--- config.mk ---
export PLATFORM = sky130hd
export DESIGN_NAME = writeback_stage
export DESIGN_NICKNAME = d
export VERILOG_FILES = /design/src/rtl/y86_pkg.sv /design/src/rtl/writeback_stage_retire_counter.sv /design/src/rtl/writeback_stage.sv
export SDC_FILE = /design/constraint.sdc
export NUM_CORES = 1
export LEC_CHECK = 0
export BUFFER_PORTS_ARGS = -buffer_cell sky130_fd_sc_hd__clkbuf_2
export CORE_ASPECT_RATIO = 1.5
export CORE_UTILIZATION = 50
export DETAILED_ROUTE_END_ITERATION = 8
export PLACE_DENSITY = 0.8
export SLEW_MARGIN = 20
export SYNTH_ARGS = -nofsm -noshare
export SYNTH_HDL_FRONTEND = slang
export SYNTH_SLANG_ARGS = --single-unit
--- constraint.sdc ---
create_clock -name clk -period 2.2 [get_ports clk]
set_input_delay 0.22 -clock clk [delete_from_list [all_inputs] [get_ports clk]]
set_output_delay 0.22 -clock clk [all_outputs]
set_load 0.03 [all_outputs]
--- src/rtl/y86_pkg.sv ---
// Shared Y86-64 pipeline constants and the W-register bundle.
// Used by every stage from fetch through writeback.
package y86_pkg;

    localparam logic [2:0] STAT_AOK = 3'd1;
    localparam logic [2:0] STAT_HLT = 3'd2;
    localparam logic [2:0] STAT_ADR = 3'd3;
    localparam logic [2:0] STAT_INS = 3'd4;

    localparam logic [3:0] ICODE_HALT = 4'd0;
    localparam logic [3:0] ICODE_NOP  = 4'd1;
    localparam logic [3:0] RNONE      = 4'hF;

    typedef struct packed {
        logic [2:0]  stat;
        logic [3:0]  icode;
        logic [3:0]  dstE;
        logic [3:0]  dstM;
        logic [63:0] valE;
        logic [63:0] valM;
        logic        valid;
    } w_reg_t;

    function automatic w_reg_t w_bubble_val();
        w_reg_t b;
        b.stat  = STAT_AOK;
        b.icode = ICODE_NOP;
        b.dstE  = RNONE;
        b.dstM  = RNONE;
        b.valE  = '0;
        b.valM  = '0;
        b.valid = 1'b0;
        return b;
    endfunction

endpackage

--- src/rtl/writeback_stage_retire_counter.sv ---
// Free-running retired-instruction counter, wraps modulo 2^32.
module retire_counter
(
    input  logic        clk,
    input  logic        rst_n,
    input  logic        i_en,
    output logic [31:0] o_count
);

    logic [31:0] r_count;

    always_ff @(posedge clk or negedge rst_n) begin
        if (!rst_n) begin
            r_count <= '0;
        end else if (i_en) begin
            r_count <= r_count + 32'd1;
        end
    end

    assign o_count = r_count;

endmodule

--- src/rtl/writeback_stage.sv ---
// Y86-64 writeback stage: W register, RUN/STOP control,
// register-write suppression and retired-instruction counting.
module writeback_stage
    import y86_pkg::*;
(
    input  logic        clk,
    input  logic        rst_n,
    input  logic [2:0]  M_stat,
    input  logic [3:0]  M_icode,
    input  logic [3:0]  M_dstE,
    input  logic [3:0]  M_dstM,
    input  logic [63:0] M_valE,
    input  logic [63:0] m_valM,
    input  logic        W_bubble,
    output logic [2:0]  W_stat,
    output logic [3:0]  W_icode,
    output logic [3:0]  W_dstE,
    output logic [63:0] W_valE,
    output logic [3:0]  W_dstM,
    output logic [63:0] W_valM,
    output logic        w_stall,
    output logic [2:0]  Stat,
    output logic        halted,
    output logic [31:0] retired
);

    localparam logic [0:0] RUN  = 1'b0;
    localparam logic [0:0] STOP = 1'b1;

    logic [0:0] r_state;
    w_reg_t     r_w;
    w_reg_t     w_m_entry;
    logic       w_stop;
    logic       w_retire;
    logic       w_ok;
    logic       w_conflict;

    always_comb begin
        w_m_entry.stat  = M_stat;
        w_m_entry.icode = M_icode;
        w_m_entry.dstE  = M_dstE;
        w_m_entry.dstM  = M_dstM;
        w_m_entry.valE  = M_valE;
        w_m_entry.valM  = m_valM;
        w_m_entry.valid = (M_icode != ICODE_NOP);
    end

    assign w_stop = (r_state == STOP);

    always_ff @(posedge clk or negedge rst_n) begin
        if (!rst_n) begin
            r_state <= RUN;
            r_w     <= w_bubble_val();
        end else if (!w_stop) begin
            if (W_bubble) begin
                r_w <= w_bubble_val();
            end else begin
                r_w <= w_m_entry;
                if (M_stat != STAT_AOK) begin
                    r_state <= STOP;
                end
            end
        end
    end

    // The entry in W retires on the edge that would replace it.
    assign w_ok     = (r_w.stat == STAT_AOK);
    assign w_retire = !w_stop && r_w.valid && w_ok;

    retire_counter u_retire (
        .clk     (clk),
        .rst_n   (rst_n),
        .i_en    (w_retire),
        .o_count (retired)
    );

    // Same destination on both ports: the M port wins.
    assign w_conflict = (r_w.dstE == r_w.dstM) && (r_w.dstE != RNONE);

    assign W_stat  = r_w.stat;
    assign W_icode = r_w.icode;
    assign W_dstE  = (!w_ok || w_conflict) ? RNONE : r_w.dstE;
    assign W_dstM  = !w_ok ? RNONE : r_w.dstM;
    assign W_valE  = r_w.valE;
    assign W_valM  = r_w.valM;
    assign Stat    = r_w.stat;
    assign w_stall = w_stop;
    assign halted  = w_stop;

endmodule

* After elaboration in Yosys (flattened, before gate mapping)
Cells that the tools add are included.
** Cells by class
- Add/subtract/negate cells :: 1
- $mul :: 0
- Divide/modulo/power cells :: 0
- $lt $le $gt $ge :: 0
- Eq/ne operators :: 5
- Shifts and indexed selects :: 0
- Mux-type cells :: 6
- Bitwise gates (word level) :: 0
- Reduce and logical (&&, ||, !) cells :: 6
** Operators by type and width (number)
- $mux W144 :: 1
- $add A32 B1 Y32 const B :: 1
- $mux W4 :: 2
- $eq A4 B4 Y1 :: 1
- $ne A4 B1 Y1 const B :: 1
- $ne A4 B4 Y1 const B :: 1
- $eq A3 B1 Y1 const B :: 1
- $logic_and A1 B1 Y1 :: 3
- $mux W1 :: 3
- $ne A3 B1 Y1 const B :: 1
- $logic_not A1 Y1 :: 2
- $logic_or A1 B1 Y1 :: 1
** Storage, ports and cells
- Flip-flop bits (word level) :: 177
- Latch bits :: 0
- Memory bits (writable) :: 0
- Bits in read-only memories :: 0
- Input bits :: 146
- Output and inout port bits :: 180
- Memories kept :: 0

* Logic depth before layout (Yosys ltp)
Gate-level depths: netlist (run 1).
- Depth in word-level cells :: 4
- Mapped depth :: 5

* Cells and area by module
Synthesis (run 1) repeated with hierarchy kept, for this count alone.
** Second synthesis, totals
- Cells, all modules :: 910
- Area, all modules :: 8650.8 um^2
** Modules (own cells, without submodules)
- writeback_stage :: instances 1, cells each 787, area each 7201.9 um^2, sequential area each 3641.0 um^2
- retire_counter :: instances 1, cells each 123, area each 1448.9 um^2, sequential area each 800.8 um^2

* Worst setup path before layout (run 1)
No wires, ideal clock.
- Path type :: register to register
- Start point :: reg r_w, in the netlist Stat[0]
- End point :: reg u_retire.r_count[28], in the netlist u_retire.o_count[28]
- Arrival time :: 1722 ps
- Slack :: 344 ps
- Cell stages (with the launch flop) :: 6
- Path buffers :: 1
- Clock period less this slack :: 1856 ps
- Cells stage by stage :: dfstp_2 -> or3b_4 -> nor4_4 -> buf_6 -> nand4_1 -> xnor2_1
** On the way
- Cells in the longest elaborated chain, start to end :: 2
** RTL lines
- start: declaration :: RTL line writeback_stage.sv:31 : w_reg_t r_w;
- start signal: assignment :: RTL line writeback_stage.sv:53 : r_w <= w_bubble_val();
- start signal: assignment :: RTL line writeback_stage.sv:56 : r_w <= w_bubble_val();
- start signal: assignment :: RTL line writeback_stage.sv:58 : r_w <= w_m_entry;
- $eq A3 B1 Y1 :: RTL line writeback_stage.sv:67 : assign w_ok = (r_w.stat == STAT_AOK);
- $logic_and A1 B1 Y1 :: RTL line writeback_stage.sv:68 : assign w_retire = !w_stop && r_w.valid && w_ok;
- end signal: assignment :: RTL line writeback_stage_retire_counter.sv:16 : r_count <= r_count + 32'd1;
- end: declaration :: RTL line writeback_stage_retire_counter.sv:10 : logic [31:0] r_count;
No other way between the ends.
A chain may end at the register's enable or synchronous reset.

* Final worst setup path (run 1)
- Start point :: reg r_w, in the netlist Stat[0]
- End point :: out W_dstE[1]
** On the way
- Cells in the longest elaborated chain, start to end :: 4
** RTL lines
- $eq A3 B1 Y1 :: RTL line writeback_stage.sv:67
- $logic_not A1 Y1
- $logic_or A1 B1 Y1 :: RTL line writeback_stage.sv:82 : assign W_dstE = (!w_ok || w_conflict) ? RNONE : r_w.dstE;
- $mux W4 :: RTL line writeback_stage.sv:82
- end: declaration :: RTL line writeback_stage.sv:17 : output logic [3:0] W_dstE,
No other way between the ends.

==> results.yml, run 1 <==
status:
  status: "finished, final reports clean"
synthesis:
  syn-num-nets: 1067
  synth_xor_area_share_pct: 3.43
  async_flop_share_pct: 100
  synth-edff-count: 0
  synth.most_common_cell: "dfrtp_1"
  mappedNetlistArea_sq_um: 8680
  syn_inst: 920
  yosys_warnings: 0
  yosys.area_share.simple_pct: 22.2
  synth_top_family_by_area: "simple AND/OR/NAND/NOR gates"
  synth.avg_cell_area_sq_um: 9.44
  ys_ff_latch: 177
  synth_adder_area_share_pct: 0.144
  synth_compound_area_share_pct: 8.62
  yosys.cell_types.count: 35
  yosysSeqAreaShare_pct: 51.1
  ys.flop_type: "dfrtp_1"
  yosysTopAreaCellShare_pct: 48.1
  yosys.area.top_type: "dfrtp_1"
  synthMuxAreaShare_pct: 0
  synth_commonest_cells: "167 x dfrtp_1, 155 x nand2_1, 142 x o21ai_0"
  netlist_top_cells_area: "dfrtp_1 48%, buf_4 12%, nand2b_1 9.6%"
timing:
  slew_violations: 0
  worst_clock_skew_ns: 0.00802
  min_period_ns: 2.10
  rsz0062_at_grt: "false"
  hold_viol_final: 0
  maxSlewHeadroom_pct: 51.7
  finalSetupTns_ns: 0
  fmax_mhz: 476
  fin_crit_sh_pct: 95.6
  tightestPinTransition_ns: 0.725
  setup_viol: 0
grt:
  met1_usage_pct: 23.9
  grt_pass1_wl_mm: 29.6
  met2_usage_pct: 36.4
  antenna_found_initial: 0
  overflow: 0
  use_met3_pct: 6.15
  grt_pass1_vias: 6215
  grtUsageTotal_pct: 21.3
  grt_start_max_net_pins: 191
  busiest_layer: "met2"
drt:
  drt_wl_total_mm: 18.9
  vias: 6420
  ant_nets: 0
  drtIter0Drc: 288
  wl_per_cell_microns: 14.4
  firstDrtPassIters: 4
  route.detailed.drc: 0
  vias_per_cell: 4.90
worst_setup_path:
  rr_startpoint: "Stat[0]$_DFFE_PN1N_"
  reg2reg_to: "u_retire.o_count[28]$_DFFE_PN0P_"
  rr_worst_depth: 5
  worstPathRequired_ns: 1.98
  path_buf_inv: 2
  slowest_stage: "dfstp_2"
  crit_arrival_ns: 1.88
  worstPathMaxFanout: 7
  cp_slowest_stage_delay_ns: 0.57
  endpoint_kind: "primary output"
  critPathKind: "flip-flop to primary output"
  cp-start-kind: "flip-flop"
  crit_family: "flip-flops"
  cp_cell_sequence: "nor3b_2, buf_4, o41ai_2, or2_2, clkbuf_2"
  rrSetupSlack_ns: 0.30
finish:
  fin_area_sq_um: 10100
  syn_to_final_growth_pct: 16.5
  final_util_pct: 59.8
  multi_input_area_sq_um: 3000
  drive_gt1_share_pct: 35.5
  seq_area_sq_um: 4450
  diodes: 0
  num-fill-cells: 1483
  nNetsFinal: 1235
power:
  switching_power_w: 0.00309
  clkPwrFrac_pct: 34.0
  ir_drop_uv: 546
  pwr_density_cell_nw_per_um2: 918
  p_int_w: 0.00620
  p_seq_share_pct: 42.8
  switching_share_pct: 33.2
  cellLeakagePower_nw: 5.21
  combPwrFrac_pct: 23.2
clock_tree:
  cts_buffer_depth: 2
  numCtsBuffers: 17
  cts_tree: "built"
  htree_levels: 4
  cts.reportedPaths.clkPinSlew_ns: 0.07
  cts_sinks: 177
  clk_latency_ns: 0.42
  post-cts-setup-buffers: 0
  cts-root-buf: "clkbuf_16"
hold_path:
  min_from: "m_valM[31]"
  holdPathEnd: "W_valM[31]$_DFFE_PN0N_"
  whs_path_depth: 3
  hold_class: "input port to flip-flop"
floorplan:
  initial_core_util_pct: 51.4
  row_count: 58
  fp.dieW_microns: 110
  die_y_microns: 163
  ios: 326
  dieArea_sq_um: 17900
  design.core.area_sq_um: 16900
place:
  portBuffers: 325
  place_area_sq_um: 9480
  dpl.hpwl_mm: 13.6
  gp_congestion: 0.798
run:
  maxCapViolCount: 0
-- repair_timing --
item                                    CTS  global route
hold endpoints to repair                 31             0
endpoints found under the setup margin    4             0
hold buffers                              1             0
gates resized for setup                   2             0
-- flip-flops by register name, indices dropped and copies added, names as in the netlist --
signal            cells
Stat                  3
W_icode               4
W_valE               64
W_valM               64
halted                1
r_w                   9
u_retire.o_count     32
-- logic make-up (layout without fill, tap and decap cells) --
logic type	after synthesis	after routing
AOI/OAI and AO/OA	147	147
xor gates and xnor gates	34	34
adders and majority gates	1	1
buffers and inverters	193	374
DFF	177	177
and+or+nand+nor	368	368
-- power groups by stage --
stage / registers [W] / clock network [W] / logic [W]
6_report: 0.00398 / 0.00316 / 0.00216
2_1_floorplan: 0.00396 / 0 / 0.00198
4_1_cts: 0.00398 / 0.00322 / 0.00219
3_5_place_dp: 0.00403 / 0 / 0.00218
5_1_grt: 0.00404 / 0.00335 / 0.00234
3_3_place_gp: 0.00401 / 0 / 0.00213
-- metal layers --
metal	share of wire, %	wire length (microns)	vias up
met5	0	0	-
met4	3.8	718	0
met3	7.0	1330	46
met2	50	9480	260
met1	39	7370	2952
li1	-	-	3162
-- area by class of cell --
type / count / area share (%)
sequential: 177 / 43.9
multi-input combinational: 550 / 29.7
timing repair buffer: 337 / 17.6
clock buffer: 19 / 4.28
tap: 210 / 2.60
clock inverter: 13 / 1.76
inverter: 5 / 0.186
-- through the flow --
stage	cells	setup slack, ns	total power [W]	hold slack [ns]
final	1311	0.0972	0.00929	0.0218
after global routing	1311	0.00812	0.00972	0.0199
after CTS	1311	0.0564	0.00938	0.00254
after detailed placement	1278	0.300	0.00620	0.161
after global placement	1278	0.347	0.00614	0.158
after floorplan	920	0.344	0.00595	-0.0756
-- worst min-delay path, cell delays in order --
cell and delay [ns]:
clkbuf_2 0.08, nand2b_1 0.05, o21ai_0 0.06
-- cell usage in the layout (no fill, tap or decap), drive strengths merged, types with 2 or more instances in the layout --
cell type  synthesis  routed
nand2            155     155
o21ai            142     142
nor3b              2       2
and2               6       6
buf              143      13
clkinv             0       3
clkinvlp           0       3
dfstp             10      10
clkbuf            45     342
xnor2             26      26
nor4               7       7
nor2              18      18
nand3             13      13
inv                5       9
nor3               3       3
or2                5       5
or2b               4       4
bufinv             0       3
dfrtp            167     167
and3               2       2
xor2               8       8
nand2b           133     133
nand4             16      16
-- how the worst max path moves through the flow --
stage,from,endpoint,slack (ns),cells past startpoint
global placement,Stat[0]$_DFFE_PN1N_,u_retire.o_count[5]$_DFFE_PN0P_,0.35,4
detailed placement,Stat[0]$_DFFE_PN1N_,u_retire.o_count[28]$_DFFE_PN0P_,0.30,5
CTS,Stat[0]$_DFFE_PN1N_,W_dstE[1],0.06,5
global route,Stat[0]$_DFFE_PN1N_,W_dstE[0],0.008,5
finish,Stat[0]$_DFFE_PN1N_,W_dstE[1],0.1,5
floorplan,Stat[0]$_DFFE_PN1N_,u_retire.o_count[28]$_DFFE_PN0P_,0.34,5
No activity file was read; power rests on OpenSTA's default activity.
==> run 2, diff against run 1 <==
--- a/config.mk
+++ b/config.mk
@@ -9,7 +9,7 @@
 export CORE_ASPECT_RATIO = 1.5
 export CORE_UTILIZATION = 50
 export DETAILED_ROUTE_END_ITERATION = 8
-export PLACE_DENSITY = 0.8
+export PLACE_DENSITY = 0.81
 export SLEW_MARGIN = 20
 export SYNTH_ARGS = -nofsm -noshare
 export SYNTH_HDL_FRONTEND = slang
==> run 2 against run 1 <==
Compared with the run above: first-iteration DRC count is 38% higher; final area shrank 0.46%; global-route usage is 0.097 points higher; core utilization down 0.27 points; count of clock-buffer cells in the layout is 2 higher; worst setup slack lost 0.014 ns; sequential power barely moved; total power is 3.0% lower; sequential share of layout area up 0.20 points; die area unchanged; combinational power about the same; critical path type unchanged.
==> results.yml, run 2 (synthesized netlist as in run 1, its figures left out) <==
status:
  status: "finished, final reports clean"
drt:
  wl_per_cell_microns: 15.1
  drt_wl_total_mm: 19.8
  firstDrtPassIters: 4
  vias_per_cell: 4.98
  route.detailed.drc: 0
  drtIter0Drc: 397
  vias: 6523
  ant_nets: 0
power:
  cellLeakagePower_nw: 5.19
  ir_drop_uv: 600
  pwr_density_cell_nw_per_um2: 895
timing:
  rsz0062_at_grt: "false"
  worst_clock_skew_ns: 0.0102
  finalSetupTns_ns: 0
  tightestPinTransition_ns: 0.644
  setup_viol: 0
  maxSlewHeadroom_pct: 56.7
  slew_violations: 0
  min_period_ns: 2.12
  fin_crit_sh_pct: 96.2
  fmax_mhz: 472
  hold_viol_final: 0
finish:
  fin_cells: 1309
  drive_gt1_share_pct: 35.3
  final_cell_mix: "323 x clkbuf_2, 166 x dfrtp_1, 155 x nand2_1, 142 x o21ai_0, 133 x nand2b_1"
  seq_area_sq_um: 4450
  final_common_cell: "clkbuf_2"
  final_util_pct: 59.6
  num-fill-cells: 1464
  nNetsFinal: 1233
  diodes: 0
  syn_to_final_growth_pct: 16.0
  multi_input_area_sq_um: 3000
worst_setup_path:
  cp-start-kind: "flip-flop"
  endpoint_kind: "primary output"
  rr_startpoint: "Stat[0]$_DFFE_PN1N_"
  crit_arrival_ns: 1.90
  rr_worst_depth: 5
  worstPathRequired_ns: 1.98
  reg2reg_to: "u_retire.o_count[22]$_DFFE_PN0P_"
  rrSetupSlack_ns: 0.28
  critPathKind: "flip-flop to primary output"
  worstPathMaxFanout: 7
  crit_start: "Stat[0]$_DFFE_PN1N_"
place:
  portBuffers: 325
  dp_cells: 1275
  dpl.hpwl_mm: 13.7
  gp_congestion: 0.808
clock_tree:
  clk_latency_ns: 0.42
  post-cts-setup-buffers: 0
  numCtsBuffers: 17
  cts_buffer_depth: 2
  cts.reportedPaths.clkPinSlew_ns: 0.06
  cts_tree: "built"
  cts-root-buf: "clkbuf_16"
  htree_levels: 4
  cts_sinks: 177
grt:
  antenna_found_initial: 0
  overflow: 0
  grt_pass1_vias: 6166
  grt_start_max_net_pins: 292
  grtUsageTotal_pct: 21.4
  grt_pass1_wl_mm: 29.5
floorplan:
  row_count: 58
  initial_core_util_pct: 51.4
  fp.dieW_microns: 110
  ios: 326
  design.core.area_sq_um: 16900
  die_y_microns: 163
  dieArea_sq_um: 17900
hold_path:
  holdPathEnd: "r_w[135]$_DFFE_PN1N_"
  min_from: "M_dstE[2]"
  whs_path_depth: 3
  hold_class: "input port to flip-flop"
run:
  maxCapViolCount: 0
run 2: cell type report:
| class | count | share of cell area (%) |
|---|---|---|
| flip-flops and latches | 177 | 44.1 |
| multi-input cells | 550 | 29.8 |
| repair buffers | 335 | 17.8 |
| clock buffers | 21 | 4.47 |
| well taps | 210 | 2.61 |
| clock inverters | 11 | 1.03 |
| inverters | 5 | 0.186 |
run 2: per-layer routing:
| metal | vias up | share of wire [%] | global-route usage [%] |
|---|---|---|---|
| met5 | - | 0 | 0 |
| met4 | 0 | 2.4 | 9.03 |
| met3 | 35 | 6.3 | 5.67 |
| met2 | 258 | 52 | 37.4 |
| met1 | 3074 | 39 | 24.3 |
| li1 | 3156 | - | - |
run 2: where the power goes:
part | total [W] | switching, W | internal (W) | leakage [nW]
clock | 0.00287 | 0.00127 | 0.00160 | 0.269
combinational | 0.00216 | 0.00149 | 0.000669 | 2.68
sequential | 0.00398 | 0.000262 | 0.00372 | 2.24
run 2: what timing repair did:
action | in CTS | in global routing
pin swaps | 0 | 0
endpoints found under the setup margin | 4 | 6
hold endpoints to repair | 40 | 0
resized for setup | 1 | 2
hold buffers | 1 | 0
gates cloned | 0 | 1
run 2: how the worst max path moves through the flow:
stage	to	slack (ns)	cells after the start
floorplan	u_retire.o_count[28]$_DFFE_PN0P_	0.34	5
global placement	u_retire.o_count[5]$_DFFE_PN0P_	0.35	4
detailed placement	u_retire.o_count[16]$_DFFE_PN0P_	0.28	4
CTS	W_dstE[3]	0.0001	5
global route	W_dstE[3]	0.005	5
finish	W_dstE[3]	0.08	5
run 2: through the flow:
| step | total power (W) | setup WS (ns) | cell area [sq um] | hold WS (ns) |
|---|---|---|---|---|
| 4_1_cts | 0.00910 | 0.000102 | 10000 | 0.00124 |
| 3_5_place_dp | 0.00620 | 0.285 | 9460 | 0.202 |
| 5_1_grt | 0.00944 | 0.00538 | 10100 | 0.0159 |
| 3_3_place_gp | 0.00614 | 0.348 | 9460 | 0.203 |
| 6_report | 0.00901 | 0.0834 | 10100 | 0.0195 |
| 2_1_floorplan | 0.00595 | 0.344 | 8680 | -0.0756 |
run 2: worst max-delay path: stages (launching register included):
cell      delay [ns]
dfstp_2         0.56
nor3b_2         0.18
buf_4           0.17
o41ai_2         0.09
or2_2           0.29
clkbuf_2        0.19
==> run 3, diff against run 2 <==
--- a/config.mk
+++ b/config.mk
@@ -9,6 +9,7 @@
 export CORE_ASPECT_RATIO = 1.5
 export CORE_UTILIZATION = 50
 export DETAILED_ROUTE_END_ITERATION = 8
+export MAX_ROUTING_LAYER = met4
 export PLACE_DENSITY = 0.81
 export SLEW_MARGIN = 20
 export SYNTH_ARGS = -nofsm -noshare
==> run 3 against run 2 <==
Compared with the run above: routed wire length is 0.18% lower; count of clock-buffer cells in the layout unchanged; non-clock buffer count is the same; final area is the same; global-route usage grew 0.64 points; worst setup slack improved by 0.0085 ns; total power about the same; via count down 0.15%; combinational power is essentially flat; register-to-register slack is essentially flat; critical path type unchanged; largest power group unchanged.
==> results.yml, run 3 (synthesized netlist as in run 1, its figures left out) <==
drt:
  drtIter0Drc: 418
  wl_per_cell_microns: 15.1
  route.detailed.drc: 0
  vias_per_cell: 4.98
  firstDrtPassIters: 4
  vias: 6513
  drt_wl_total_mm: 19.8
  ant_nets: 0
worst_setup_path:
  crit_arrival_ns: 1.89
  endpoint_kind: "primary output"
  worstPathMaxFanout: 7
  worstPathRequired_ns: 1.98
  cp-start-kind: "flip-flop"
  critPathKind: "flip-flop to primary output"
timing:
  hold_viol_final: 0
  tightestPinTransition_ns: 0.639
  fmax_mhz: 474
  min_period_ns: 2.11
  finalSetupTns_ns: 0
  fin_crit_sh_pct: 95.8
  maxSlewHeadroom_pct: 57.1
  setup_viol: 0
  hold_ws_ns: 0.0222
  rsz0062_at_grt: "false"
  worst_clock_skew_ns: 0.0174
  slew_violations: 0
grt:
  grtUsageTotal_pct: 22.1
  overflow: 0
  grt_pass1_vias: 6171
  use_met3_pct: 4.59
  grt_start_max_net_pins: 292
  antenna_found_initial: 0
  busiest_layer: "met2"
  met2_usage_pct: 37.4
  met1_usage_pct: 24.9
  grt_pass1_wl_mm: 29.5
clock_tree:
  cts_buffer_depth: 2
  cts.reportedPaths.clkPinSlew_ns: 0.07
  cts_sinks: 177
  cts_tree: "built"
  clk_latency_ns: 0.43
  numCtsBuffers: 17
  htree_levels: 4
  post-cts-setup-buffers: 0
  cts-root-buf: "clkbuf_16"
status:
  status: "finished, final reports clean"
floorplan:
  dieArea_sq_um: 17900
  die_y_microns: 163
  design.core.area_sq_um: 16900
  row_count: 58
  ios: 326
  initial_core_util_pct: 51.4
  fp.dieW_microns: 110
power:
  p_seq_share_pct: 44.2
  ir_drop_uv: 599
  cellLeakagePower_nw: 5.19
  combPwrFrac_pct: 24.0
  clkPwrFrac_pct: 31.8
  pwr_density_cell_nw_per_um2: 894
  p_int_w: 0.00599
  switching_power_w: 0.00302
  switching_share_pct: 33.5
finish:
  nNetsFinal: 1233
  num-fill-cells: 1464
  final_cell_mix: "323 x clkbuf_2, 166 x dfrtp_1, 155 x nand2_1, 142 x o21ai_0, 133 x nand2b_1"
  fin_cells: 1309
  drive_gt1_share_pct: 35.3
  diodes: 0
  final_util_pct: 59.6
  final_common_cell: "clkbuf_2"
  syn_to_final_growth_pct: 16.0
run:
  maxCapViolCount: 0
hold_path:
  hold_class: "input port to flip-flop"
place:
  portBuffers: 325
  dpl.hpwl_mm: 13.7
  dp_cells: 1275
  gp_congestion: 0.820
run 3: cell counts in the layout (fill, tap and decap cells not counted):
Identical to the previous run, type by type.
run 3: per-layer routing:
layer | vias up | routed length (microns)
met5 | - | 0
met4 | 0 | 493
met3 | 34 | 1050
met2 | 236 | 10400
met1 | 3090 | 7870
li1 | 3153 | -
run 3: path summary, 6_finish.rpt:
| check | slack, ns | start | to | cells past startpoint |
|---|---|---|---|---|
| min in group asynchronous | 0.32 | rst_n | u_retire.o_count[8]$_DFFE_PN0P_ | 2 |
| worst max register to register | 0.28 | Stat[0]$_DFFE_PN1N_ | u_retire.o_count[22]$_DFFE_PN0P_ | 5 |
| worst max-delay path | 0.09 | Stat[0]$_DFFE_PN1N_ | W_dstE[3] | 5 |
| worst min register to register | 0.47 | u_retire.o_count[31]$_DFFE_PN0P_ | u_retire.o_count[31]$_DFFE_PN0P_ | 1 |
| worst min-delay path | 0.02 | m_valM[28] | W_valM[28]$_DFFE_PN0N_ | 3 |
| max in group asynchronous | 1.17 | rst_n | W_valE[9]$_DFFE_PN0N_ | 3 |
run 3: power groups by stage:
stage | registers (W) | logic, W | clock network, W
after CTS | 0.00398 | 0.00218 | 0.00294
after global placement | 0.00401 | 0.00213 | 0
final | 0.00398 | 0.00216 | 0.00287
after detailed placement | 0.00403 | 0.00217 | 0
after floorplan | 0.00396 | 0.00198 | 0
after global routing | 0.00403 | 0.00234 | 0.00306
run 3: cell type report:
class	count	area (sq um)	area share, %
well taps	210	263	2.61
repair buffers	335	1790	17.8
flip-flops and latches	177	4450	44.1
multi-input cells	550	3000	29.8
clock buffers	21	450	4.47
clock inverters	11	104	1.03
inverters	5	18.8	0.186
run 3: repair_timing:
action / 4_1_cts / 5_1_grt
hold buffers: 1 / 0
cloned: 0 / 1
setup endpoints to repair: 4 / 6
pin swaps: 0 / 0
endpoints found under the hold margin: 40 / 0
resized for setup: 1 / 2
run 3: worst max-delay path: stages, from the launching register on:
cell and delay [ns]:
dfstp_2 0.56, nor3b_2 0.18, buf_4 0.17, o41ai_2 0.09, or2_2 0.29, clkbuf_2 0.19
run 3: stage by stage:
| stage | area [sq um] | setup slack [ns] | power (W) |
|---|---|---|---|
| after detailed placement | 9460 | 0.285 | 0.00620 |
| after floorplan | 8680 | 0.344 | 0.00595 |
| after global routing | 10100 | 0.0121 | 0.00943 |
| final | 10100 | 0.0919 | 0.00900 |
| after global placement | 9460 | 0.348 | 0.00614 |
| after CTS | 10000 | 0.000102 | 0.00910 |
